`config.mk`:
```
export PLATFORM = sky130hd
export DESIGN_NAME = fib_sequencer
export DESIGN_NICKNAME = d
export VERILOG_FILES = /design/src/rtl/fib_pkg.sv /design/src/rtl/fib_datapath.sv /design/src/rtl/fib_sequencer.sv
export SDC_FILE = /design/constraint.sdc
export NUM_CORES = 1
export LEC_CHECK = 0
export BUFFER_PORTS_ARGS = -buffer_cell sky130_fd_sc_hd__buf_2
export CAP_MARGIN = 20
export CORE_MARGIN = 8
export CORE_UTILIZATION = 30
export DETAILED_ROUTE_END_ITERATION = 8
export GPL_TIMING_DRIVEN = 1
export PLACE_DENSITY = 0.59
export SLEW_MARGIN = 20
export SYNTH_ARGS = -nofsm -noshare
export SYNTH_HDL_FRONTEND = slang
export SYNTH_SLANG_ARGS = --single-unit
```
`constraint.sdc`:
```
create_clock -name clk -period 1.59 [get_ports clk]
set_input_delay 0.0795 -clock clk [delete_from_list [all_inputs] [get_ports clk]]
set_output_delay 0.0795 -clock clk [all_outputs]
set_load 0.03 [all_outputs]
```
`src/rtl/fib_pkg.sv`:
```
// Shared types and constants for the Fibonacci job sequencer and its datapath.
package fib_pkg;

  typedef enum logic [1:0] {
    IDLE = 2'd0,
    RUN  = 2'd1,
    DONE = 2'd2
  } state_t;

  localparam int FIB_WIDTH = 8;
  localparam int FIB_NW    = 4;

  localparam int A_INIT = 0;
  localparam int B_INIT = 1;

endpackage

```
`src/rtl/fib_datapath.sv`:
```
// Two-register alternating Fibonacci datapath: one shared adder, sel picks the register to overwrite.
// load restarts at fib(0); each step advances one index in one cycle; value = sel ? b : a.
module fib_datapath
  import fib_pkg::*;
#(
  parameter int WIDTH = FIB_WIDTH
) (
  input  logic             clk,
  input  logic             rst_n,
  input  logic             load,
  input  logic             step,
  output logic [WIDTH-1:0] value,
  output logic             carry
);

  logic [WIDTH-1:0] a;
  logic [WIDTH-1:0] b;
  logic             sel;
  logic [WIDTH:0]   sum;

  assign sum   = {1'b0, a} + {1'b0, b};
  assign carry = sum[WIDTH];
  assign value = sel ? b : a;

  always_ff @(posedge clk) begin
    if (!rst_n || load) begin
      a   <= WIDTH'(A_INIT);
      b   <= WIDTH'(B_INIT);
      sel <= 1'b0;
    end else if (step) begin
      // Older operand is overwritten so the pair always holds fib(k-1), fib(k).
      if (sel) b <= sum[WIDTH-1:0];
      else     a <= sum[WIDTH-1:0];
      sel <= ~sel;
    end
  end

endmodule

```
`src/rtl/fib_sequencer.sv`:
```
// Job controller: accepts index N, runs N datapath steps, returns fib(N); FIB_SEQ_OVF_EN adds rsp_ovf.
// Latency N+1 cycles from request handshake; response held stable under rsp_ready backpressure.
module fib_sequencer
  import fib_pkg::*;
#(
  parameter int WIDTH = FIB_WIDTH,
  parameter int NW    = FIB_NW
) (
  input  logic             clk,
  input  logic             rst_n,
  input  logic             req_valid,
  output logic             req_ready,
  input  logic [NW-1:0]    req_n,
  output logic             rsp_valid,
  input  logic             rsp_ready,
  output logic [WIDTH-1:0] rsp_value,
  output logic             rsp_ovf,
  output logic             busy
);

  state_t        state;
  state_t        state_nxt;
  logic [NW-1:0] cnt;
  logic          load;
  logic          step;
  logic          carry;
  logic          last_step;

  fib_datapath #(.WIDTH(WIDTH)) u_datapath (
    .clk   (clk),
    .rst_n (rst_n),
    .load  (load),
    .step  (step),
    .value (rsp_value),
    .carry (carry)
  );

  assign last_step = (cnt == NW'(1));

  always_ff @(posedge clk) begin
    if (!rst_n) begin
      state <= IDLE;
      cnt   <= '0;
    end else begin
      state <= state_nxt;
      if (load)      cnt <= req_n;
      else if (step) cnt <= cnt - NW'(1);
    end
  end

  always_comb begin
    state_nxt = state;
    case (state)
      IDLE:    if (req_valid) state_nxt = (req_n == '0) ? DONE : RUN;
      RUN:     if (last_step) state_nxt = DONE;
      DONE:    if (rsp_ready) state_nxt = IDLE;
      default: state_nxt = IDLE;
    endcase
  end

  always_comb begin
    req_ready = (state == IDLE);
    rsp_valid = (state == DONE);
    busy      = (state == RUN);
    load      = (state == IDLE) && req_valid;
    step      = (state == RUN);
  end

`ifdef FIB_SEQ_OVF_EN
  logic ovf;

  // The final step's sum is fib(N+1), never presented, so its carry is excluded.
  always_ff @(posedge clk) begin
    if (!rst_n || load) ovf <= 1'b0;
    else if (step && carry && !last_step) ovf <= 1'b1;
  end

  assign rsp_ovf = ovf;
`else
  logic unused_carry;
  assign unused_carry = carry;
  assign rsp_ovf      = 1'b0;
`endif

endmodule
```
==> metrics.txt <==
Async S/R FF share, synth 0%; dpl ws -0.1687 ns; YS warnings 0; PD cells 710.2 nW/um^2; Hold Startpoint req_n[0]; number of enable flip-flop cells after synthesis 0; CP Max Fanout 4; clock sink total 23; post-synthesis register bit count 23; num ports 20; Fin. Hold Viols 0; fin cells 295; first-pass GRT wire length 6113 um; Max IR drop VDD 0.0004376 V; cell-by-cell trace of the critical path ha_4, a211oi_4, o211ai_1, and3_1, o311ai_2, o41ai_2; clock buffer depth 2; via count 1391; drt drc 0; die extent in y 86.24 um; Syn Nets 197; final setup vio count 5; critical path type reg2reg; max frequency 561.6 MHz; pin count of the biggest net entering global routing 13; GR Util All Layers 9.988%; H-tree Lvls 1; Critical Path Sink Type register; Worst setup SP type register; worst skew pair latency 0.27 ns; clk root buf clkbuf_8; core area 4755 um^2; die span in x 86.24 um; DR pass1 iterations 4; Most used DFF post-synth dfxtp_1; final instance area 2014 um^2; post-route ant nets 0; I/O Buffers 18; Die Area 7437 um^2; row count 25; routed len/inst 12.38 um; Pleak 0.8406 nW; Slew Viols, Final 0; Syn-to-layout area delta 36.09%; Setup TNS -0.5693 ns; status complete, but fails checks; total chip power 0.001431 W; violated checks negative setup slack; area taken by multi-input logic gates 1031 um^2; vias in the first global route 1352; Top delay family on crit path compound AO/OA/AOI/OAI gates; library cells used by synthesis 46; post-CTS setup buffer count 0; Setup WS post-layout -0.1907 ns; worst setup path start u_datapath.b[1]; Filler Cells Inserted 498; RSZ-0062 raised after global routing yes; share of cells above drive strength 1 38.60%; antenna violations before repair 0; slowest CP cell dfxtp_2; crit path DAT 1.93 ns; placed insts 291; Stages on worst setup path 6; worst reg-to-reg path cell count 6; CTS buffer count 3; Post-Synthesis Cells 179; most frequent cells in the layout buf_4, nand2_1, a21oi_1, dfxtp_1, buf_2; Worst-path clk slew 0.09 ns; Vias/cell 4.715; dpl hpwl 2792 um; cts hold-fix bufs 0; Max-cap violations 0; CTS tree built; Post-DP Area 1893 um^2; clk_skew 0.009392 ns; register area share after synthesis 31.11%; Worst path max stage delay 0.35 ns; Hold WC Path Type in2reg; crit path buf inv count 0; Final Wtd Congestion 0.7995; 1st-iter DRT viols 70; GR Overflow Total 0; hold path depth 3; Initial Util 31.13%; Syn Area/Cell 8.269 um^2; Tmin final 1.781 ns; Reg area 466.7 um^2; reg2reg start u_datapath.b[1]; Worst EP required 1.74 ns; Post-Syn Area 1480 um^2; Layout Nets 247; commonest non-fill, non-tap cell in the layout buf_4; Post-Route WL 3652 um; final clock period utilization by the worst path 112.0%; antenna cells 0
[synthesized netlist by cell type (3+ instances only)]
cell	count	area, um^2
dfxtp_1	23	460.4
nor2_1	13	48.80
mux2_2	7	78.83
a21boi_0	3	22.52
nor2b_1	4	25.02
and3_1	3	18.77
and2_1	3	18.77
o21ai_0	8	40.04
nand2_1	25	93.84
nand3_1	9	45.04
a21oi_1	20	100.1
nand2b_1	5	31.28
inv_1	6	22.52
ha_1	9	112.6
[final timing paths]
kind / end / slack, ns
setup / recovery: u_datapath.a[7] / -0.19
hold / removal: cnt[0] / 0.09
setup reg to reg: u_datapath.a[7] / -0.19
hold reg to reg: u_datapath.b[4] / 0.48
[where the power goes]
part	internal (W)	total, W	switching [W]
logic	0.000171	0.000418	0.000247
clock network	0.000179	0.000377	0.000198
registers	0.000608	0.000636	0.0000276
total	0.000959	0.00143	0.000472
[cells by family (layout without fill, tap and decap cells)]
family	after synthesis	in the layout	share of synthesized area (%)
AOI/OAI and AO/OA	49	49	21.98
xor gates and xnor gates	2	2	1.184
adders and majority gates	10	10	8.960
buffers and inverters	14	63	5.917
DFF	23	23	31.11
muxes	7	7	5.326
other	1	1	0.2533
and+or+nand+nor	73	73	25.27
[tightest hold or removal path: stages]
cell     delay [ns]
buf_2          0.09
a21oi_1        0.05
nor2b_1        0.10
[per-layer routing]
layer  vias up  GRT usage [%]  part of all wire, %
li1        736              -                    -
met1       629          12.17                   48
met2        23          17.35                   48
met3         3          2.457                  3.4
met4         0          1.878                 0.38
met5         -              0                    0
[cell type report]
cell class                      instances  share of cell area, %
Clock buffer                            4                  2.236
Inverter                                7                  1.925
Multi-Input combinational cell        142                  51.18
Sequential cell                        23                  23.17
Tap cell                               67                  4.161
Timing Repair Buffer                   52                  17.33
[stage by stage]
step | utilization (%) | hold slack, ns
after CTS | 41.16 | 0.08750
after detailed placement | 39.82 | 0.3686
after global routing | 42.37 | 0.09103
after global placement | 39.82 | 0.3596
after floorplan | - | 0.2077
final | 42.37 | 0.09056
[flip-flops by register name, summed over array words and instances, names as in the netlist]
| signal | cells |
|---|---|
| u_datapath.b | 8 |
| state | 2 |
| cnt | 4 |
| u_datapath.a | 8 |
| u_datapath.sel | 1 |
[repair_timing]
item	CTS	global route
gates resized for setup	5	9
pin swaps	5	2
endpoints found under the setup margin	5	10
gates cloned	0	0
Power figures use the tool's default switching activity.
